File: config.mk
export PLATFORM = sky130hd
export DESIGN_NAME = lcd_spi_writer_flat
export DESIGN_NICKNAME = d
export VERILOG_FILES = /design/src/rtl/lcd_spi_writer_if.sv /design/src/rtl/lcd_spi_writer.sv /design/src/flat_wrapper.sv
export SDC_FILE = /design/constraint.sdc
export NUM_CORES = 1
export LEC_CHECK = 0
export ABC_AREA = 1
export BUFFER_PORTS_ARGS = -buffer_cell sky130_fd_sc_hd__buf_2
export CAP_MARGIN = 30
export CORE_MARGIN = 2
export CORE_UTILIZATION = 44
export DETAILED_ROUTE_END_ITERATION = 6
export PLACE_DENSITY_LB_ADDON = 0.1
export SLEW_MARGIN = 0
export SYNTH_ARGS = -nofsm -noshare
export SYNTH_HDL_FRONTEND = slang
export SYNTH_SLANG_ARGS = --single-unit
File: constraint.sdc
create_clock -name sys_clk -period 1.4 [get_ports sys_clk]
set_input_delay 0.21 -clock sys_clk [delete_from_list [all_inputs] [get_ports sys_clk]]
set_output_delay 0.21 -clock sys_clk [all_outputs]
set_load 0.02 [all_outputs]
File: src/rtl/lcd_spi_writer_if.sv
// Word hand-off between an LCD word generator (master) and lcd_spi_writer (slave).
// data[8] is D/C (0 command, 1 data); data[7:0] is the byte to send.
interface lcd_spi_writer_if;
    logic       en_write;
    logic [8:0] data;
    logic       wr_done;

    modport master (output en_write, output data, input wr_done);
    modport slave  (input en_write, input data, output wr_done);
endinterface

File: src/rtl/lcd_spi_writer.sv
// Serialises 9-bit LCD words onto a 4-wire SPI link (mode 0, MSB first) and pulses wr_done per word.
// Optional macro LCD_SPI_CS_KEEP_EN: keep lcd_cs low across back-to-back words while en_write stays high.
module lcd_spi_writer #(
    parameter int CLK_DIV    = 2,
    parameter int GAP_CYCLES = 4
) (
    input  logic            sys_clk,
    input  logic            sys_rst_n,
    lcd_spi_writer_if.slave bus,
    output logic            lcd_cs,
    output logic            lcd_dc,
    output logic            lcd_sclk,
    output logic            lcd_mosi
);

    localparam int DIV_W = (CLK_DIV > 1) ? $clog2(CLK_DIV) : 1;
    localparam int GAP_W = (GAP_CYCLES > 1) ? $clog2(GAP_CYCLES) : 1;
    localparam logic [DIV_W-1:0] DIV_LAST = DIV_W'(CLK_DIV - 1);
    localparam logic [GAP_W-1:0] GAP_LAST = GAP_W'(GAP_CYCLES - 1);

    localparam logic [3:0] IDLE  = 4'b0001;
    localparam logic [3:0] SHIFT = 4'b0010;
    localparam logic [3:0] DONE  = 4'b0100;
    localparam logic [3:0] GAP   = 4'b1000;

    logic [3:0]       state;
    logic [DIV_W-1:0] div_cnt;
    logic [2:0]       bit_cnt;
    logic [GAP_W-1:0] gap_cnt;
    logic [6:0]       shreg;
    logic             wr_done;

    assign bus.wr_done = wr_done;

    // Bit 7 goes straight to lcd_mosi at the latch edge; shreg only holds the bits still to come.
    always_ff @(posedge sys_clk or negedge sys_rst_n) begin
        if (!sys_rst_n) begin
            state    <= IDLE;
            div_cnt  <= '0;
            bit_cnt  <= 3'd0;
            gap_cnt  <= '0;
            shreg    <= 7'd0;
            wr_done  <= 1'b0;
            lcd_cs   <= 1'b1;
            lcd_dc   <= 1'b0;
            lcd_sclk <= 1'b0;
            lcd_mosi <= 1'b0;
        end else begin
            case (state)
                IDLE: begin
                    if (bus.en_write) begin
                        shreg    <= bus.data[6:0];
                        lcd_mosi <= bus.data[7];
                        lcd_dc   <= bus.data[8];
                        lcd_cs   <= 1'b0;
                        div_cnt  <= '0;
                        bit_cnt  <= 3'd0;
                        state    <= SHIFT;
                    end else begin
                        lcd_cs <= 1'b1;
                    end
                end
                SHIFT: begin
                    if (div_cnt == DIV_LAST) begin
                        div_cnt <= '0;
                        if (!lcd_sclk) begin
                            lcd_sclk <= 1'b1;
                        end else begin
                            // Falling SCLK edge: the only place lcd_mosi may change.
                            lcd_sclk <= 1'b0;
                            if (bit_cnt == 3'd7) begin
                                bit_cnt <= 3'd0;
                                wr_done <= 1'b1;
                                state   <= DONE;
`ifndef LCD_SPI_CS_KEEP_EN
                                lcd_cs  <= 1'b1;
`endif
                            end else begin
                                bit_cnt  <= bit_cnt + 3'd1;
                                lcd_mosi <= shreg[6];
                                shreg    <= {shreg[5:0], 1'b0};
                            end
                        end
                    end else begin
                        div_cnt <= div_cnt + DIV_W'(1);
                    end
                end
                DONE: begin
                    wr_done  <= 1'b0;
                    lcd_sclk <= 1'b0;
                    gap_cnt  <= '0;
                    state    <= GAP;
`ifndef LCD_SPI_CS_KEEP_EN
                    lcd_cs   <= 1'b1;
`endif
                end
                GAP: begin
                    // Upstream uses this window to present its next word.
                    if (gap_cnt == GAP_LAST) begin
                        gap_cnt <= '0;
                        state   <= IDLE;
                    end else begin
                        gap_cnt <= gap_cnt + GAP_W'(1);
                    end
                end
                default: begin
                    state    <= IDLE;
                    wr_done  <= 1'b0;
                    lcd_sclk <= 1'b0;
                    lcd_cs   <= 1'b1;
                end
            endcase
        end
    end

endmodule

File: src/flat_wrapper.sv
// flat-port wrapper written by rule: the top's interface ports become plain ports
module lcd_spi_writer_flat 
#(
    parameter int CLK_DIV    = 2,
    parameter int GAP_CYCLES = 4
)
  (sys_clk, sys_rst_n, lcd_cs, lcd_dc, lcd_sclk, lcd_mosi, bus_en_write, bus_data, bus_wr_done);
  lcd_spi_writer_if bus_i ();
  input  logic sys_clk;
  input  logic sys_rst_n;
  output logic lcd_cs;
  output logic lcd_dc;
  output logic lcd_sclk;
  output logic lcd_mosi;
  input wire logic [$bits(bus_i.en_write)-1:0] bus_en_write;
  input wire logic [$bits(bus_i.data)-1:0] bus_data;
  output wire logic [$bits(bus_i.wr_done)-1:0] bus_wr_done;
  assign bus_i.en_write = bus_en_write;
  assign bus_i.data = bus_data;
  assign bus_wr_done = bus_i.wr_done;
  lcd_spi_writer #(.CLK_DIV(CLK_DIV), .GAP_CYCLES(GAP_CYCLES)) u_core (.sys_clk(sys_clk), .sys_rst_n(sys_rst_n), .bus(bus_i), .lcd_cs(lcd_cs), .lcd_dc(lcd_dc), .lcd_sclk(lcd_sclk), .lcd_mosi(lcd_mosi));
endmodule
==> summary.txt, run 1 <==
Run status
  – Outcome: finished clean

Layout
  – Share of cells above drive strength 1: 36.7%
  – N_diodes: 0
  – Nets@finish: between 150 and 200
  – P&R area growth vs syn: 23.4%
  – Final Cell Area: ~0.0015 sq mm
  – # fillers: ~260

Routing
  – Post-route ant nets: 0
  – Post-route DRC: 0
  – Routed WL: 2480 microns
  – DRT iter0 DRCs: 22
  – Via count: around 1000
  – Average wire per cell in the routed design: approximately 12 microns
  – 1st-pass router iterations: 4
  – Via/cell ratio: approximately 5

Critical path
  – Critical path peak fanout: 8
  – Worst-case reg-to-reg path depth: 7
  – Slowest CP cell: dfrtp_1
  – Worst path required time: 1.60 ns
  – CP top delay family: simple AND/OR/NAND/NOR gates
  – Worst Path Buf+Inv: 0
  – R2R setup slack: around 0.013 ns
  – Largest stage delay on the critical path: 0.41 ns
  – Worst-path cell chain: ha_2 > ha_4 > nand3b_4 > nand2_4 > nand3_4 > nand2_1 > nand2_1
  – CP Capture Type: flip-flop
  – Crit path DAT: between 1.5 and 2 ns
  – Critical Path Start Type: flip-flop
  – Worst R2R Start: u_core.bit_cnt[0]
  – Top cell by count, worst path: nand2_1
  – Worst Path Class, Setup: flip-flop to flip-flop
  – FF-to-FF End: u_core.shreg[4]

Timing
  – Fin crit period: roughly 1.4 ns
  – Final Slew Violations: 0
  – RSZ-0062 raised after global routing: yes
  – Fmax: 0.721 GHz
  – Final Setup Violations: 0
  – Worst slew pin tran: a little over 0.5 ns
  – Final Cycle Share: roughly 99%
  – Rel. slew slack: 66.3%
  – Final Skew: 0.00408 ns
  – Hold_ws: 0.141 ns
  – Final Hold Vio Count: 0

Clocking
  – CTS Root Cell: clkbuf_4
  – CTS sink cnt: 22
  – Worst-Skew Late Latency: approximately 0.30 ns
  – Clk slew on worst S/H paths: 0.12 ns
  – CTS tree: built
  – Cts bufs inserted: 3
  – Longest Clk Path Bufs: 2
  – # H-tree levels: 1

Power
  – Cell leakage power: approximately 0.00085 uW
  – PwrDens: about 2200 mW/mm^2
  – Peak VDD IR: about 1.4 mV

Logic synthesis
  – Synth Register Bits: 22
  – Ys Warns: 0
  – Avg Cell Area, Syn: 8.46 sq um
  – Post-Syn Area: between 0.001 and 0.0015 sq mm
  – Synth top area share: between 40% and 50%
  – Fraction of registers with async set/reset: between 90% and 100%
  – Cell taking the most area after synthesis: dfrtp_1
  – Ys flop type: dfrtp_1
  – Mapped Cells: 147
  – Sequential cell area fraction in the yosys report: between 40 and 50%
  – Synth top area cells: dfrtp_1, nand2_1, nand3_1, dfstp_2, ha_1
  – Synth unique cells: 27
  – Synthesized Nets: 162
  – Post-synth EDFFs: 0

Min path
  – Hold wc startpoint: bus_data[8]
  – Worst Hold Class: input port to flip-flop
  – WHS Endpoint: u_core.lcd_dc
  – Cell count of the worst hold path: 3

Global routing
  – Remaining global-route overflow: 0
  – Antenna violations before repair: 0
  – Global-route wire length before repair: about 4400 microns
  – Vias in the first global route: about 1000
  – Pin count of the biggest net entering global routing: 23
  – All-Layer GR Usage: between 10% and 20%

Floorplan
  – Die Y: 57.2 microns
  – Initial Utilization: approximately 46%
  – Core area: 0.00271 sq mm
  – Top-Level Pins: 17
  – Cell row count: 19
  – Die width: ~57 microns
  – Die area: ~0.0033 sq mm

Placed design
  – Area after DPL: approximately 0.0014 sq mm
  – IO Port Bufs: 16
  – RD Place Congestion: between 0.7 and 0.8
  – Detail Placement HPWL: 1880 microns

Run
  – Max capacitance violation total: 0
==> worst min-delay path, cell delays in order <==
cell	delay, ns
buf_2	0.10
inv_1	0.05
o21ai_1	0.06
==> timing repair <==
item | CTS | global route
resized for setup | 3 | 8
pin swaps | 5 | 5
hold buffers | 1 | 0
endpoints found under the hold margin | 20 | 0
endpoints found under the setup margin | 9 | 16
setup buffers | 1 | 4
==> worst max-delay path by stage <==
stage,slack (ns),depth (start not counted),end,start
final,0.01,7,u_core.shreg[4],u_core.bit_cnt[0]
after global routing,-0.07,7,u_core.shreg[4],u_core.bit_cnt[0]
after CTS,-0.007,7,u_core.shreg[0],u_core.bit_cnt[1]
after detailed placement,-0.04,7,u_core.shreg[0],u_core.bit_cnt[0]
after global placement,0.008,7,u_core.shreg[0],u_core.bit_cnt[0]
after floorplan,0.02,7,u_core.shreg[0],u_core.bit_cnt[0]
==> power breakdown <==
group / switching [uW] / internal (uW)
logic: 1240 / 839
clock network: 183 / 100
registers: 166 / 911
total: 1590 / 1850
==> flip-flops by register name, indices dropped and copies added, names as in the netlist <==
register	count
u_core.lcd_sclk	1
u_core.bus.wr_done	1
u_core.lcd_cs	1
u_core.gap_cnt	2
u_core.state	4
u_core.lcd_mosi	1
u_core.bit_cnt	3
u_core.shreg	7
u_core.lcd_dc	1
u_core.div_cnt	1
==> logic make-up (layout without fill, tap and decap cells) <==
group	Yosys count	count (layout)	synth area share (%)
AO/OA/AOI/OAI	10	10	5.74
flip-flops	22	22	44.5
adder cells (fa/ha/maj)	3	3	3.02
AND/OR/NAND/NOR	96	96	40.6
buffers and inverters	16	49	6.14
==> routing by layer <==
layer / track usage (%) / vias to the layer above / part of all wire, %
met2: 29.4 / 12 / 50
met4: 7.97 / 0 / 0.56
li1: - / 537 / -
met1: 21.8 / 474 / 47
met3: 2.49 / 2 / 2.1
met5: 0 / - / 0
==> through the flow <==
| step | total power [uW] | instances | util, % | setup TNS [ns] | setup WS [ns] |
|---|---|---|---|---|---|
| 6_report | 3440 | 211 | 56.6 | 0 | 0.0129 |
| 3_3_place_gp | 2960 | 202 | 52.2 | 0 | 0.00761 |
| 4_1_cts | 3300 | 207 | 54.2 | -0.00669 | -0.00669 |
| 5_1_grt | 3780 | 211 | 56.6 | -0.711 | -0.0726 |
| 3_5_place_dp | 2990 | 202 | 52.2 | -0.250 | -0.0381 |
| 2_1_floorplan | 2470 | 147 | - | 0 | 0.0221 |
==> synth_stat cells, drive strengths merged, types with 2 or more instances <==
| cell type | number |
|---|---|
| nand3b | 2 |
| nand3 | 19 |
| dfstp | 2 |
| dfrtp | 20 |
| nand2 | 62 |
| nor2 | 9 |
| ha | 3 |
| clkinv | 2 |
| buf | 2 |
| nand4 | 2 |
| o21ai | 9 |
| inv | 12 |
==> cell usage in the layout, fill, tap and decap left out, drive strengths merged <==
cell,netlist,routed
nand2,62,62
buf,2,31
dfrtp,20,20
nand3,19,19
inv,12,13
nor2,9,9
o21ai,9,9
clkbuf,0,3
ha,3,3
nand4,2,2
dfstp,2,2
nand3b,2,2
or2,1,1
o21bai,1,1
and3,1,1
clkinv,2,1
dlygate4sd3,0,1
==> layout make-up <==
cell class,instances,area [sq um],share of cell area [%]
clock buffers,3,22.5,1.47
inverters,14,55.1,3.59
multi-input cells,109,649,42.3
flip-flops and latches,22,554,36.1
well taps,31,38.8,2.53
repair buffers,32,215,14.0
No activity file was read; power rests on OpenSTA's default activity.
==> run 2: changes to the inputs <==
--- a/config.mk
+++ b/config.mk
@@ -8,8 +8,9 @@
 export ABC_AREA = 1
 export BUFFER_PORTS_ARGS = -buffer_cell sky130_fd_sc_hd__buf_2
 export CAP_MARGIN = 30
-export CORE_MARGIN = 2
+export CORE_MARGIN = 4
 export CORE_UTILIZATION = 44
+export CTS_BUF_LIST = sky130_fd_sc_hd__clkbuf_8 sky130_fd_sc_hd__clkbuf_16
 export DETAILED_ROUTE_END_ITERATION = 6
 export PLACE_DENSITY_LB_ADDON = 0.1
 export SLEW_MARGIN = 0
==> run 2 against run 1 <==
Compared with the run above: die area up 14%; combinational power about the same; via count down 1.7%; count of clock-buffer cells in the layout up 1; non-clock buffer count down 2; final area up 1.1%; critical path type unchanged; largest cell class unchanged.
==> summary.txt, run 2 (synthesized netlist as in run 1, its figures left out) <==
Routing
  – Average wire per cell in the routed design: about 12 microns
  – Routed WL: ~2500 microns
  – Post-route DRC: 0
  – DRT iter0 DRCs: 30
  – 1st-pass router iterations: 4
  – Via/cell ratio: about 4.8
  – Via count: roughly 1000
  – Post-route ant nets: 0

Power
  – Cell leakage power: 0.000863 uW
  – Peak VDD IR: approximately 1.6 mV
  – Net switching power: about 1600 uW
  – PwrDens: 2340 mW/mm^2
  – Flop pwr share: approximately 30%
  – Switching Share: about 45%
  – P_int: approximately 2000 uW
  – Clock Power Share: about an eighth
  – Combinational Power Share: 57.9%

Timing
  – Final Cycle Share: 98.6%
  – Final Setup Violations: 0
  – Fin crit period: 1.38 ns
  – Setup tns final: 0 ns
  – RSZ-0062 raised after global routing: yes
  – Rel. slew slack: 66.2%
  – Worst slew pin tran: 0.507 ns
  – Fmax: between 0.7 and 0.8 GHz
  – Final Skew: about 0.0054 ns
  – Final Hold Vio Count: 0
  – Setup ws final: around 0.019 ns
  – Final Slew Violations: 0

Clocking
  – Longest Clk Path Bufs: 2
  – CTS tree: built
  – Worst-Skew Late Latency: 0.26 ns
  – # H-tree levels: 1
  – Clk slew on worst S/H paths: 0.08 ns
  – CTS sink cnt: 22
  – CTS Root Cell: clkbuf_8
  – Cts bufs inserted: 3

Floorplan
  – Top-Level Pins: 17
  – Initial Utilization: 45.5%
  – Die width: 61.2 microns
  – Cell row count: 19
  – Die area: 0.00374 sq mm
  – Die Y: between 60 and 70 microns
  – Core area: roughly 0.0027 sq mm

Layout
  – Utilization after layout: between 50% and 60%
  – Most frequent cells in the layout: nand2_1, dfrtp_1, buf_2, nand3_1, buf_4
  – Final std cells w/o fill: 210
  – # fillers: between 200 and 300
  – N_diodes: 0
  – Share of cells above drive strength 1: a little over a third
  – Reg area: 553 sq um
  – Most flops, register: u_core.shreg
  – Footprint of the multi-input gates: between 600 and 700 sq um
  – P&R area growth vs syn: 24.7%
  – Biggest regs: u_core.shreg (7), u_core.state (4), u_core.bit_cnt (3)
  – Nets@finish: between 150 and 200
  – Commonest non-fill, non-tap cell in the layout: nand2_1
  – Largest register FFs: 7

Global routing
  – Antenna violations before repair: 0
  – Remaining global-route overflow: 0
  – Global-route wire length before repair: approximately 4400 microns
  – All-Layer GR Usage: roughly 16%
  – Vias in the first global route: between 1000 and 1500
  – Pin count of the biggest net entering global routing: 23

Min path
  – Cell count of the worst hold path: 3
  – Worst Hold Class: input port to flip-flop

Placed design
  – Dpl ws: -0.0409 ns
  – Post-placement cell count: around 200
  – Detail Placement HPWL: 1890 microns
  – IO Port Bufs: 16
  – RD Place Congestion: around 0.76

Critical path
  – Critical path depth: 7
  – Worst Path Class, Setup: flip-flop to flip-flop
  – Crit path DAT: about 1.5 ns
  – CP top delay family: simple AND/OR/NAND/NOR gates
  – Critical Path Start Type: flip-flop
  – Slowest CP cell: dfrtp_1
  – Worst Path Buf+Inv: 0
  – Largest stage delay on the critical path: 0.39 ns
  – Worst path required time: around 1.6 ns
  – Critical path peak fanout: 8
  – CP Capture Type: flip-flop
  – Worst-case reg-to-reg path depth: 7
  – Worst-path cell chain: ha_2 > ha_2 > nand3b_4 > nand2_4 > nand3_4 > nand2_2 > nand2_2

Run status
  – Outcome: finished clean

Run
  – Max capacitance violation total: 0
## run 2: worst paths after layout
check                                   start                  to  slack (ns)
max reg2reg                 u_core.bit_cnt[1]     u_core.shreg[2]        0.02
min                               bus_data[8]       u_core.lcd_dc        0.17
max                         u_core.bit_cnt[1]     u_core.shreg[2]        0.02
max in group asynchronous           sys_rst_n       u_core.lcd_cs        0.59
min reg2reg                u_core.bus.wr_done  u_core.bus.wr_done        0.47
min in group asynchronous           sys_rst_n     u_core.state[1]        0.45
## run 2: tightest hold or removal path, cell delays in order
cell and delay (ns):
buf_2 0.09, inv_1 0.04, o21ai_1 0.06
## run 2: area by class of cell
class                      count  area share (%)
multi-input combinational    109            41.7
sequential                    22            35.6
timing repair buffer          30            13.1
clock buffer                   4            3.55
inverter                      14            3.47
tap                           31            2.50
## run 2: repair_timing
| action | in CTS | in global routing |
|---|---|---|
| hold endpoints to repair | 20 | 0 |
| hold buffers | 1 | 0 |
| setup endpoints to repair | 9 | 16 |
| gates resized for setup | 3 | 8 |
| pin swaps | 6 | 3 |
| setup buffers | 2 | 2 |
## run 2: metrics by stage
step                      hold WS, ns  instance area [sq um]  power [uW]
after floorplan               -0.0856                   1240        2470
after CTS                       0.167                   1510        3550
after global placement          0.211                   1410        2950
after global routing            0.182                   1550        3970
final                           0.173                   1550        3630
after detailed placement        0.210                   1410        2990
## run 2: power groups by stage
stage,clock (uW),sequential (uW),combinational [uW]
global route,500,1110,2360
floorplan,0,1140,1330
detailed placement,0,1080,1910
CTS,463,1070,2020
finish,448,1080,2100
global placement,0,1080,1870
## run 2: per-layer routing
metal / global-route usage, % / part of all wire, % / up-vias
met4: 6.50 / 0.73 / 0
li1: - / - / 531
met2: 26.9 / 50 / 8
met5: 0 / 0 / -
met1: 21.0 / 48 / 467
met3: 2.52 / 1.9 / 2
